$ cat src/rtl/multdiv_controller.sv
// Execute-stage sequencer for the multi-cycle multiplier/divider: issues a start,
// stalls the front end until the unit answers, flushes or the watchdog fires.
module multdiv_controller #(
  parameter int MAX_CYCLES = 40
) (
  input  logic        clock,
  input  logic        reset,
  input  logic [31:0] inst_x,
  input  logic        valid_x,
  input  logic        flush,
  input  logic [31:0] md_result,
  input  logic        md_rdy,
  input  logic        md_exc,
  output logic        start_mult,
  output logic        start_div,
  output logic        stall,
  output logic [31:0] result,
  output logic        result_valid,
  output logic        exc_valid,
  output logic [2:0]  exc_code,
  output logic        timeout
);

  localparam int CNT_W = (MAX_CYCLES > 1) ? $clog2(MAX_CYCLES) : 1;
  localparam logic [CNT_W-1:0] CNT_LAST = CNT_W'(MAX_CYCLES - 1);
  localparam logic [4:0] OP_MUL = 5'd6;
  localparam logic [4:0] OP_DIV = 5'd7;
  localparam logic [2:0] EXC_MUL = 3'd4;
  localparam logic [2:0] EXC_DIV = 3'd5;

  typedef enum logic [1:0] {
    IDLE = 2'd0,
    RUN  = 2'd1,
    DONE = 2'd2
  } state_e;

  state_e           state_q, state_d;
  logic             op_is_div_q, op_is_div_d;
  logic [CNT_W-1:0] cnt_q, cnt_d;
  logic [31:0]      result_q, result_d;
  logic             result_valid_q, result_valid_d;
  logic             exc_valid_q, exc_valid_d;
  logic [2:0]       exc_code_q, exc_code_d;
  logic             timeout_q, timeout_d;

  logic is_mul_s, is_div_s, md_req_s;
  logic start_mult_s, start_div_s, stall_s;
  logic unused_inst_bits_s;

  assign unused_inst_bits_s = ^{inst_x[26:7], inst_x[1:0]};

  // Decode a live, unflushed mul/div in the execute stage.
  always_comb begin
    is_mul_s = (inst_x[31:27] == 5'd0) && (inst_x[6:2] == OP_MUL);
    is_div_s = (inst_x[31:27] == 5'd0) && (inst_x[6:2] == OP_DIV);
    md_req_s = valid_x && !flush && (is_mul_s || is_div_s);
  end

  // Next-state and registered-output computation; DONE outputs are set on entry.
  always_comb begin
    state_d        = state_q;
    op_is_div_d    = op_is_div_q;
    cnt_d          = cnt_q;
    result_d       = result_q;
    result_valid_d = 1'b0;
    exc_valid_d    = 1'b0;
    exc_code_d     = 3'd0;
    timeout_d      = 1'b0;
    start_mult_s   = 1'b0;
    start_div_s    = 1'b0;
    stall_s        = 1'b0;
    case (state_q)
      IDLE: begin
        if (md_req_s) begin
          start_mult_s = is_mul_s;
          start_div_s  = is_div_s;
          stall_s      = 1'b1;
          op_is_div_d  = is_div_s;
          cnt_d        = {CNT_W{1'b0}};
          state_d      = RUN;
        end else begin
          state_d = IDLE;
        end
      end
      RUN: begin
        stall_s = 1'b1;
        cnt_d   = cnt_q + CNT_W'(1);
        // Flush beats a simultaneous md_rdy: the instruction is gone.
        if (flush) begin
          state_d = IDLE;
        end else if (md_rdy) begin
          result_d       = md_result;
          exc_valid_d    = md_exc;
          result_valid_d = 1'b1;
          exc_code_d     = op_is_div_q ? EXC_DIV : EXC_MUL;
          state_d        = DONE;
        end else if (cnt_q == CNT_LAST) begin
          result_d       = 32'd0;
          exc_valid_d    = 1'b1;
          result_valid_d = 1'b1;
          timeout_d      = 1'b1;
          exc_code_d     = op_is_div_q ? EXC_DIV : EXC_MUL;
          state_d        = DONE;
        end else begin
          state_d = RUN;
        end
      end
      DONE: begin
        state_d = IDLE;
      end
      default: begin
        state_d = IDLE;
      end
    endcase
  end

  // State and output registers.
  always_ff @(posedge clock or negedge reset) begin
    if (!reset) begin
      state_q        <= IDLE;
      op_is_div_q    <= 1'b0;
      cnt_q          <= {CNT_W{1'b0}};
      result_q       <= 32'd0;
      result_valid_q <= 1'b0;
      exc_valid_q    <= 1'b0;
      exc_code_q     <= 3'd0;
      timeout_q      <= 1'b0;
    end else begin
      state_q        <= state_d;
      op_is_div_q    <= op_is_div_d;
      cnt_q          <= cnt_d;
      result_q       <= result_d;
      result_valid_q <= result_valid_d;
      exc_valid_q    <= exc_valid_d;
      exc_code_q     <= exc_code_d;
      timeout_q      <= timeout_d;
    end
  end

  assign start_mult   = start_mult_s;
  assign start_div    = start_div_s;
  assign stall        = stall_s;
  assign result       = result_q;
  assign result_valid = result_valid_q;
  assign exc_valid    = exc_valid_q;
  assign exc_code     = exc_code_q;
  assign timeout      = timeout_q;

endmodule

$ cat config.mk
export PLATFORM = sky130hd
export DESIGN_NAME = multdiv_controller
export DESIGN_NICKNAME = d
export VERILOG_FILES = /design/src/rtl/multdiv_controller.sv
export SDC_FILE = /design/constraint.sdc
export NUM_CORES = 1
export LEC_CHECK = 0
export BUFFER_PORTS_ARGS = -buffer_cell sky130_fd_sc_hd__buf_2
export CAP_MARGIN = 20
export CORE_MARGIN = 10
export CORE_UTILIZATION = 30
export CTS_CLUSTER_DIAMETER = 80
export DETAILED_ROUTE_END_ITERATION = 12
export HOLD_SLACK_MARGIN = 0.15
export PLACE_DENSITY_LB_ADDON = 0.25
export SLEW_MARGIN = 20
export SYNTH_ARGS = -nofsm -noshare
export SYNTH_HDL_FRONTEND = slang
export SYNTH_SLANG_ARGS = --single-unit
$ cat constraint.sdc
create_clock -name clock -period 4.41 [get_ports clock]
set_input_delay 0.2205 -clock clock [delete_from_list [all_inputs] [get_ports clock]]
set_output_delay 0.2205 -clock clock [all_outputs]
set_load 0.1 [all_outputs]
# == After elaboration in Yosys (flattened, before gate mapping) ==
# Index checks and enable logic that the tools add are counted.
# W data, S select, Z words.
# word_totals
regBits,47
inputBits,70
out_inout_bits,41
# classes
addsub,1
eq_ne,5
mux,30
bitwise_logic,1
reduce_logical,13
# op_table
cell,n
$mux W32,2
$mux W1,17
$mux W3,4
$pmux W6 S2,1
$eq A5 B3 Y1 const B,2
$add A6 B1 Y6 const B,1
$eq A6 B6 Y1 const B,1
$mux W2,3
$mux W6,1
$logic_not A5 Y1,1
$logic_and A1 B1 Y1,4
$pmux W2 S2,1
$reduce_and A2 Y1,2
$reduce_bool A2 Y1,2
$reduce_and A3 Y1,1
$eq A2 B1 Y1 const B,1
$logic_not A2 Y1,1
$ne A2 B2 Y1 const B,1
$pmux W1 S2,1
$logic_not A1 Y1,1
$logic_or A1 B1 Y1,1
$not A1 Y1,1

# == Depth between registers and ports, before layout ==
# Gate-level depths: netlist of run 1.
# logic_depth
depth_word,6
mapped_depth,5
depth_no_buf,4

# == Worst setup path after synthesis of run 1 ==
# OpenSTA, ideal clock, no wires.
# synth_timing
kind,register -> output
startpoint,register state_q[0]
endpoint,output port start_mult
arrival_ps,2391
required_ps,4189
slack_ps,1798
stages_incl_launch_ff,5
n_path_buf,1
cell_sequence,dfrtp_1 -> nor4b_1 -> and4_1 -> buf_2 -> nor2b_1
# synth_via
elab_chain_cells,2
# synth_rtl
item,line,text
start: declaration,37,"state_e state_q, state_d;"
start signal: assignment,129,state_q <= state_d;
$logic_not A2 Y1,72,case (state_q)
$mux W1,72,
end: declaration,14,"output logic start_mult,"
# Every way passes these cells.

# == Worst setup path after layout of run 1 ==
# layout_timing
startpoint,register state_q[0]
endpoint,output port start_div
# layout_via
elab_chain_cells,2
# layout_rtl
item,line,text
$logic_not A2 Y1,72,
$mux W1,72,
end: declaration,15,"output logic start_div,"
# Every way passes these cells.

==> metrics.csv, run 1 <==
metric,value,unit
switching_power,0.1747,mW
vias,1759,
min_period,2302,ps
drt_iter0_markers,41,
wl_per_cell,13.96,um
required,4190,ps
status,completed,
nets,370,
synth_top_area_share,53.96,%
top_layer,met4,
finalMaxSlewViolations,0,
ant_nets,0,
slowest_delay,470,ps
switching_share,22.98,%
rsz0062_at_grt,no,
hold_slack,157.5,ps
layout_setup_ws,2108,ps
coreArea,6794,um2
p_int,0.5857,mW
layout-drive-gt1-share,34.33,%
port_buffers,87,
r2r-start,cnt_q[0]$_DFFE_PN0P_,
yosys_warnings,0,
crit_slowest_cell,and4_1,
syn_area_per_cell,10.08,um2
clk_pin_slew,80,ps
startpoint,state_q[0]$_DFF_PN0_,
seq_power_share,55.1,%
cts_resized,0,
ys_types,37,
synthCells,207,
power_frac_clock,36.6,%
syn_nets,278,
finalSetupViolCount,0,
routedLengthMet1,2382,um
p_leak,1.485,nW
place_ws,2233,ps
cts_buffers,5,
power.total,0.7604,mW
layout_common_cells,"buf_2, dfrtp_1, inv_1",
cts_setup_buffers,0,
wl_met3,425,um
grt_pass1_vias,1754,
cts.sinks,45,
crit_fanout,11,
clock.fmax,0.4345,GHz
firstDrtPassIters,4,
worstSkewPairLatency,290,ps
cts_root_buf,clkbuf_8,
end_kind,primary output,
ctsHtreeMaxLevel,2,
cp.arrival,2080,ps
synth_edf_count,0,
final_common_cell,buf_2,
diodes,0,
synth_ff_type,dfrtp_1,
critPathKind,flip-flop to primary output,
async_flop_share,100.0,%
rows,30,
io-pin-count,111,
worst_ir_drop_vdd,0.1739,mV
seq_area,1126,um2
grtUsageTotal,10.29,%
synthTopCellsByArea,"dfrtp_1, a22oi_1, o21ai_1",
antenna_found_initial,0,
skew,8.607,ps
fillerInstances,689,
ys_seq_elements,45,
clockBufferDepth,2,
grt_max_degree,46,
power_density,273.4,nW/um2
wl_met2,2696,um
hpwl,3975,um
syn_area,2087,um2
slew_headroom,41.45,%
holdCritPathClass,primary input to flip-flop,
fin_crit_sh,52.19,%
start_util,30.72,%
cts_tree,yes,
die_w,103.4,um
grt_overflow,0,
cap_violations,0,
critPathLaunchType,flip-flop,
holdCritStartpoint,md_result[19],
p_comb_share,8.3,%
gp_congestion,0.7364,
multi_input_area,753.2,um2
drcViolationCount,0,
syn2layout_area_growth,33.27,%
crit_chain,"nor4b_1, and4_1, and2_1, buf_2",
grt_pass1_wl,8790,um
wl,5528,um
tightest_slew,876.9,ps
synth_area_leader_cell,dfrtp_1,
finalHoldViolCount,0,
die_area,10690,um2
setup-tns-final,0,ps
die_y,103.4,um
synth_sequential_area_ratio,53.96,%
viasPerCell,4.442,
per-stage QoR:
stage	util [%]	cells	area, um2
floorplan	-	207	2087
global placement	37.94	378	2577
detailed placement	37.94	378	2577
CTS	40.90	396	2779
global route	40.94	396	2781
finish	40.94	396	2781
sequential cells by signal, indices dropped and copies added (netlist names):
name / cells
cnt_q: 6
result_valid: 1
exc_valid: 1
op_is_div_q: 1
timeout: 1
result: 32
exc_code: 1
state_q: 2
synthesized netlist by cell type, types with 2 or more instances:
cell type / count
a22oi_1: 31
and2_1: 3
buf_2: 5
buf_4: 2
buf_6: 4
clkbuf_1: 2
clkbuf_2: 2
dfrtp_1: 45
inv_1: 32
nand2_1: 8
nand2b_1: 4
nand3_1: 2
nand3b_1: 2
nor2_1: 2
nor2b_1: 4
o21ai_0: 8
o21ai_1: 30
or3_1: 2
critical path: cells and delay by family (launching register included):
family / cells / cell delay [ps]
buffers and inverters: 1 / 420
DFF: 1 / 440
and+or+nand+nor: 3 / 940
cell families after synthesis:
kind of cell	Yosys count	share of synthesized area (%)
multiplexers	1	0.5395
adder cells (fa/ha/maj)	1	0.5994
AND/OR/NAND/NOR	36	11.03
buffers and inverters	47	10.67
other	1	0.1797
AO/OA/AOI/OAI	76	23.02
flip-flops	45	53.96
repair_timing:
| item | CTS | global route |
|---|---|---|
| endpoints found under the hold margin | 44 | 0 |
| hold buffers | 10 | 0 |
| setup endpoints to repair | 0 | 0 |
per-layer routing:
layer	global-route usage, %	vias up
li1	-	897
met5	0	-
met2	16.18	47
met3	3.123	2
met1	13.46	813
met4	2.567	0
worst paths after layout:
path | slack, ps | endpoint | cells after the start
setup / recovery | 2110 | start_div | 4
hold / removal | 160 | result[19]$_DFFE_PN0P_ | 3
setup reg to reg | 2250 | exc_code[0]$_DFF_PN0_ | 5
hold reg to reg | 500 | exc_code[0]$_DFF_PN0_ | 1
max in group asynchronous | 3550 | result[9]$_DFFE_PN0P_ | 2
min in group asynchronous | 470 | cnt_q[5]$_DFFE_PN0P_ | 2
area by class of cell:
cell class	count	area share, %
inverter	32	4.318
tap	96	4.318
clock buffer	7	3.464
clock inverter	1	0.1799
sequential	45	40.49
multi-input combinational	115	27.08
timing repair buffer	100	20.15
power by group through the flow:
stage | logic, mW | clock network (mW) | registers (mW)
2_1_floorplan | 0.0214 | 0 | 0.428
3_3_place_gp | 0.0565 | 0 | 0.427
3_5_place_dp | 0.0566 | 0 | 0.427
4_1_cts | 0.0640 | 0.295 | 0.419
5_1_grt | 0.0715 | 0.313 | 0.420
6_report | 0.0628 | 0.278 | 0.419
(Power assumes the default switching activity.)
==> run 2, diff against run 1 <==
--- a/config.mk
+++ b/config.mk
@@ -5,6 +5,7 @@
 export SDC_FILE = /design/constraint.sdc
 export NUM_CORES = 1
 export LEC_CHECK = 0
+export ABC_AREA = 1
 export BUFFER_PORTS_ARGS = -buffer_cell sky130_fd_sc_hd__buf_2
 export CAP_MARGIN = 20
 export CORE_MARGIN = 10
==> constraint.sdc (replaced) <==
create_clock -name clock -period 2.3 [get_ports clock]
set_input_delay 0.115 -clock clock [delete_from_list [all_inputs] [get_ports clock]]
set_output_delay 0.115 -clock clock [all_outputs]
set_load 0.1 [all_outputs]
==> metrics.csv, run 2 <==
metric,value,unit,change
status,completed,,
r2r-start,cnt_q[0]$_DFFE_PN0P_,,
ys_types,21,,-43%
viasPerCell,4.360,,-1.8%
synthTopCellsByArea,"dfrtp_1, nand2_1, nand3_1",,
stdcell_count,430,,+8.6%
required,2180,ps,-2010 ps
ant_nets,0,,unchanged
cap_violations,0,,unchanged
finalMaxSlewViolations,0,,unchanged
yosys_warnings,0,,unchanged
clk_pin_slew,80,ps,about the same
synth_area_leader_cell,dfrtp_1,,
ys_seq_elements,45,,unchanged
gp_congestion,0.7650,,+3.9%
vias,1875,,+6.6%
cts_tree,yes,,
syn_area_per_cell,8.601,um2,-15%
layout_setup_ws,246.8,ps,-1862 ps
die_y,101.4,um,-2.0%
min_period,2053,ps,
holdCritStartpoint,inst_x[2],,
regToRegEndpoint,result[25]$_DFFE_PN0P_,,
coreArea,6386,um2,-6.0%
post-route-cell-area,2902,um2,+4.3%
syn_nets,302,,+8.6%
final_common_cell,buf_2,,
power.total,1.673,mW,+120%
drt_iter0_markers,58,,+41%
finalHoldViolCount,0,,unchanged
grt_pass1_vias,1988,,+13%
ctsHtreeMaxLevel,2,,unchanged
hpwl,3862,um,-2.8%
critPathLaunchType,primary input,,
synth_edf_count,0,,unchanged
clock.fmax,0.4870,GHz,
power_density,576.5,nW/um2,+110%
diodes,0,,unchanged
fin_util,45.43,%,+4.5 points
critPathKind,primary input to primary output,,
finalSetupViolCount,0,,unchanged
dpl.cell_count,386,,+2.1%
rsz0062_at_grt,no,,
yosysMostFrequentCell,nand2_1,,
synthCells,231,,+12%
seq_power_share,50.0,%,-5.1 points
setup-tns-final,0,ps,unchanged
start_util,31.11,%,+0.39 points
switching_share,32.08,%,+9.1 points
power_frac_clock,28.1,%,-8.5 points
p_comb_share,21.9,%,+14 points
cts_resized,0,,unchanged
synth_sequential_area_ratio,56.68,%,+2.7 points
largest_reg_flops,32,,unchanged
min_to,op_is_div_q$_DFFE_PN0P_,,
grt_pass1_wl,9646,um,+9.7%
reg2reg_slack,660,ps,-1590 ps
firstDrtPassIters,4,,unchanged
end_kind,primary output,,
p_leak,1.754,nW,+18%
post_dp_cell_area,2455,um2,-4.8%
layout_common_cells,"buf_2, nand2_1, nand3_1",,
switching_power,0.5367,mW,+210%
wl_per_cell,13.19,um,-5.5%
hold_slack,160.8,ps,+3.335 ps
worst_ir_drop_vdd,0.2478,mV,+42%
async_flop_share,100.0,%,unchanged
netlist_top_cells_count,"nand2_1, nand3_1, dfrtp_1",,
holdCritPathClass,primary input to flip-flop,,
cts.sinks,45,,unchanged
place_ws,680.0,ps,-1553 ps
worstSkewPairLatency,290,ps,about the same
die_w,101.4,um,-2.0%
crit_fanout,10,,-1
die_area,10280,um2,-3.9%
syn2layout_area_growth,46.03,%,
cts_buffers,5,,unchanged
grt_max_degree,37,,-20%
rr_worst_depth,8,,+3
nets,423,,+14%
hold_depth,5,,+2
clockBufferDepth,2,,unchanged
wl,5670,um,+2.6%
rows,29,,-3.3%
drcViolationCount,0,,unchanged
port_buffers,87,,unchanged
p_int,1.136,mW,+94%
grt_overflow,0,,unchanged
skew,3.303,ps,-5.304 ps
synth_top_area_share,56.68,%,+2.7 points
layout-drive-gt1-share,29.75,%,-4.6 points
synth_ff_type,dfrtp_1,,
io-pin-count,111,,unchanged
grtUsageTotal,11.26,%,+0.97 points
cts_root_buf,clkbuf_8,,
syn_area,1987,um2,-4.8%
antenna_found_initial,0,,unchanged
cp.arrival,1940,ps,-140 ps
fin_crit_sh,89.27,%,
[run 2: kinds of logic (layout without fill, tap and decap cells)]
family / after synthesis / in the layout / synth area share [%]
simple gates: 150 / 150 / 33.69
flops: 45 / 45 / 56.68
buf+inv: 31 / 153 / 7.934
compound gates: 3 / 3 / 0.8818
fa+ha+maj: 1 / 1 / 0.6296
other cells: 1 / 1 / 0.1887
[run 2: worst max path at each step]
stage / end / depth (start not counted) / startpoint
finish: start_div / 7 / flush
detailed placement: result[25]$_DFFE_PN0P_ / 8 / cnt_q[0]$_DFFE_PN0P_
CTS: start_div / 7 / flush
global placement: result[15]$_DFFE_PN0P_ / 8 / cnt_q[0]$_DFFE_PN0P_
global route: start_div / 7 / flush
floorplan: start_div / 4 / state_q[0]$_DFF_PN0_
[run 2: worst max-delay path: stages]
cell	delay (ps)
dlygate4sd3_1	540
buf_2	160
or2_1	230
nor2_1	170
nand2_2	170
nor2_1	120
buf_2	430
[run 2: final cells by class]
type	count	area, um2
repair buffers	126	818.3
fillers	625	3485
well taps	77	96.34
clock inverters	3	17.52
inverters	19	71.32
flip-flops and latches	45	1126
multi-input cells	155	703.2
clock buffers	5	68.82
[run 2: layer usage]
metal | global-route usage [%] | wire length (um) | vias up
li1 | - | - | 960
met1 | 12.90 | 2341 | 855
met2 | 19.53 | 2879 | 56
met3 | 3.268 | 383 | 4
met4 | 3.859 | 65 | 0
met5 | 0 | 0 | -
[run 2: power groups by stage]
stage / sequential, mW / clock (mW) / combinational, mW
floorplan: 1.01 / 0 / 0.0661
global placement: 0.851 / 0 / 0.318
detailed placement: 0.852 / 0 / 0.322
CTS: 0.837 / 0.508 / 0.370
global route: 0.841 / 0.523 / 0.395
finish: 0.837 / 0.470 / 0.366
[run 2: repair_timing]
item,in CTS,in global routing
buffers inserted,0,0
hold buffers,36,0
endpoints found under the hold margin,52,0
setup endpoints to repair,0,0
==> run 3, diff against run 2 <==
--- a/config.mk
+++ b/config.mk
@@ -5,7 +5,7 @@
 export SDC_FILE = /design/constraint.sdc
 export NUM_CORES = 1
 export LEC_CHECK = 0
-export ABC_AREA = 1
+export ABC_AREA = 0
 export BUFFER_PORTS_ARGS = -buffer_cell sky130_fd_sc_hd__buf_2
 export CAP_MARGIN = 20
 export CORE_MARGIN = 10
==> metrics.csv, run 3 (synthesized netlist as in run 1, its figures left out) <==
metric,value,unit,change
finalHoldViolCount,0,,unchanged
ctsHtreeMaxLevel,2,,unchanged
post-route-cell-area,3099,um2,+6.8%
wl_per_cell,13.81,um,+4.7%
power_frac_clock,34.6,%,+6.5 points
final_common_cell,buf_2,,
rr_worst_depth,5,,-3
cts_setup_buffers,0,,unchanged
grt_pass1_wl,9611,um,-0.36%
seq_power_share,54.5,%,+4.5 points
p_comb_share,10.9,%,-11 points
skew,13.12,ps,+9.820 ps
grtUsageTotal,11.14,%,-0.12 points
worstSkewPairLatency,300,ps,about the same
p_int,1.130,mW,-0.55%
p_leak,1.622,nW,-7.5%
diodes,0,,unchanged
cts_tree,yes,,
slew_headroom,56.29,%,
die_w,103.4,um,+2.0%
switching_power,0.3466,mW,-35%
largest_reg_flops,32,,unchanged
place_ws,409.1,ps,-270.9 ps
drt_iter0_markers,61,,+5.2%
viasPerCell,4.488,,+2.9%
cts_root_buf,clkbuf_8,,
clock.fmax,0.4827,GHz,-0.88%
slowest_delay,430,ps,-110 ps
crit_chain,"nor4b_1, and4_1, buf_4, nand2b_1, clkbuf_4",,
grt_pass1_vias,1955,,-1.7%
finalMaxSlewViolations,0,,unchanged
die_y,103.4,um,+2.0%
power_density,476.4,nW/um2,-17%
power.total,1.476,mW,-12%
fin_crit_sh,90.07,%,+0.80 points
clk_pin_slew,80,ps,about the same
cts_buffers,5,,unchanged
switching_share,23.48,%,-8.6 points
crit_slowest_cell,dfrtp_1,,
drcViolationCount,0,,unchanged
end_kind,primary output,,
setup-tns-final,0,ps,unchanged
holdCritPathClass,primary input to flip-flop,,
ant_nets,0,,unchanged
layout_setup_ws,228.5,ps,-18.31 ps
worst_ir_drop_vdd,0.2265,mV,-8.6%
io-pin-count,111,,unchanged
cts.sinks,45,,unchanged
rows,30,,+3.4%
vias,1921,,+2.5%
critPathLaunchType,flip-flop,,
endpoint,stall,,
status,completed,,
die_area,10690,um2,+4.0%
layout-drive-gt1-share,32.83,%,+3.1 points
hold_slack,228.3,ps,+67.45 ps
rsz0062_at_grt,no,,
start_util,30.72,%,-0.39 points
hpwl,4179,um,+8.2%
antenna_found_initial,0,,unchanged
crit_fanout,8,,-2
fin_util,45.62,%,+0.18 points
regToRegEndpoint,state_q[0]$_DFF_PN0_,,
nets,402,,-5.0%
worstPathBufferInverterCount,2,,-1
syn2layout_area_growth,48.50,%,
layout_common_cells,"buf_2, dfrtp_1, dlygate4sd3_1",,
tightest_slew,655.7,ps,
firstDrtPassIters,4,,unchanged
gp_congestion,0.7212,,-5.7%
min_period,2072,ps,+18.31 ps
port_buffers,87,,unchanged
dpl.cell_count,383,,-0.78%
cap_violations,0,,unchanged
cp.depth,5,,-2
post_dp_cell_area,2630,um2,+7.1%
clockBufferDepth,2,,unchanged
stdcell_count,428,,-0.47%
critPathKind,flip-flop to primary output,,
crit_family,simple AND/OR/NAND/NOR gates,,
grt_overflow,0,,unchanged
r2r-start,cnt_q[0]$_DFFE_PN0P_,,
cp.arrival,1960,ps,+20 ps
startpoint,state_q[0]$_DFF_PN0_,,
finalSetupViolCount,0,,unchanged
wl,5909,um,+4.2%
reg2reg_slack,620,ps,-40 ps
grt_max_degree,36,,-2.7%
required,2180,ps,about the same
coreArea,6794,um2,+6.4%
run 3: cell count changes in the layout (fill, tap and decap cells not counted), sizes merged, moves of 4 or more:
cell / before / now
a22oi: 0 / 32
nand2b: 0 / 4
nor2b: 0 / 4
nor2: 14 / 2
nand3: 48 / 2
o21ai: 2 / 38
inv: 19 / 32
buf: 90 / 94
nand2: 85 / 8
run 3: worst min-delay path by stage:
stage | start | to | slack [ps] | cells past startpoint
detailed placement | reset | result[13]$_DFFE_PN0P_ | 190 | 1
CTS | flush | state_q[1]$_DFF_PN0_ | 220 | 3
global placement | reset | result[12]$_DFFE_PN0P_ | 190 | 1
finish | flush | state_q[1]$_DFF_PN0_ | 230 | 3
floorplan | reset | cnt_q[0]$_DFFE_PN0P_ | -180 | 0
global route | flush | result_valid$_DFF_PN0_ | 240 | 3
run 3: power by group through the flow:
stage / Combinational [mW] / Sequential, mW / Clock [mW]
floorplan: 0.0410 / 0.820 / 0
global placement: 0.114 / 0.820 / 0
detailed placement: 0.116 / 0.819 / 0
CTS: 0.166 / 0.804 / 0.545
global route: 0.180 / 0.806 / 0.570
finish: 0.161 / 0.804 / 0.511
run 3: worst min-delay path, cell delays in order:
cell    delay, ps
buf_2         140
nor2_1         80
and2_1        140
run 3: repair_timing:
item,4_1_cts,5_1_grt
gates resized for setup,0,1
hold buffers,37,0
endpoints found under the setup margin,0,1
hold endpoints to repair,62,0
run 3: metal layers:
layer,GRT usage [%],part of all wire (%),vias up
met1,14.25,46,879
met5,0,0,-
met3,3.987,10,4
li1,-,-,961
met2,17.54,43,77
met4,2.567,0.78,0
run 3: cell type report:
type	count	area, um2
clock buffer	6	82.58
clock inverter	2	13.76
fill	634	3695
inverter	32	120.1
multi-input combinational	115	755.7
sequential	45	1126
tap	96	120.1
timing repair buffer	132	880.8
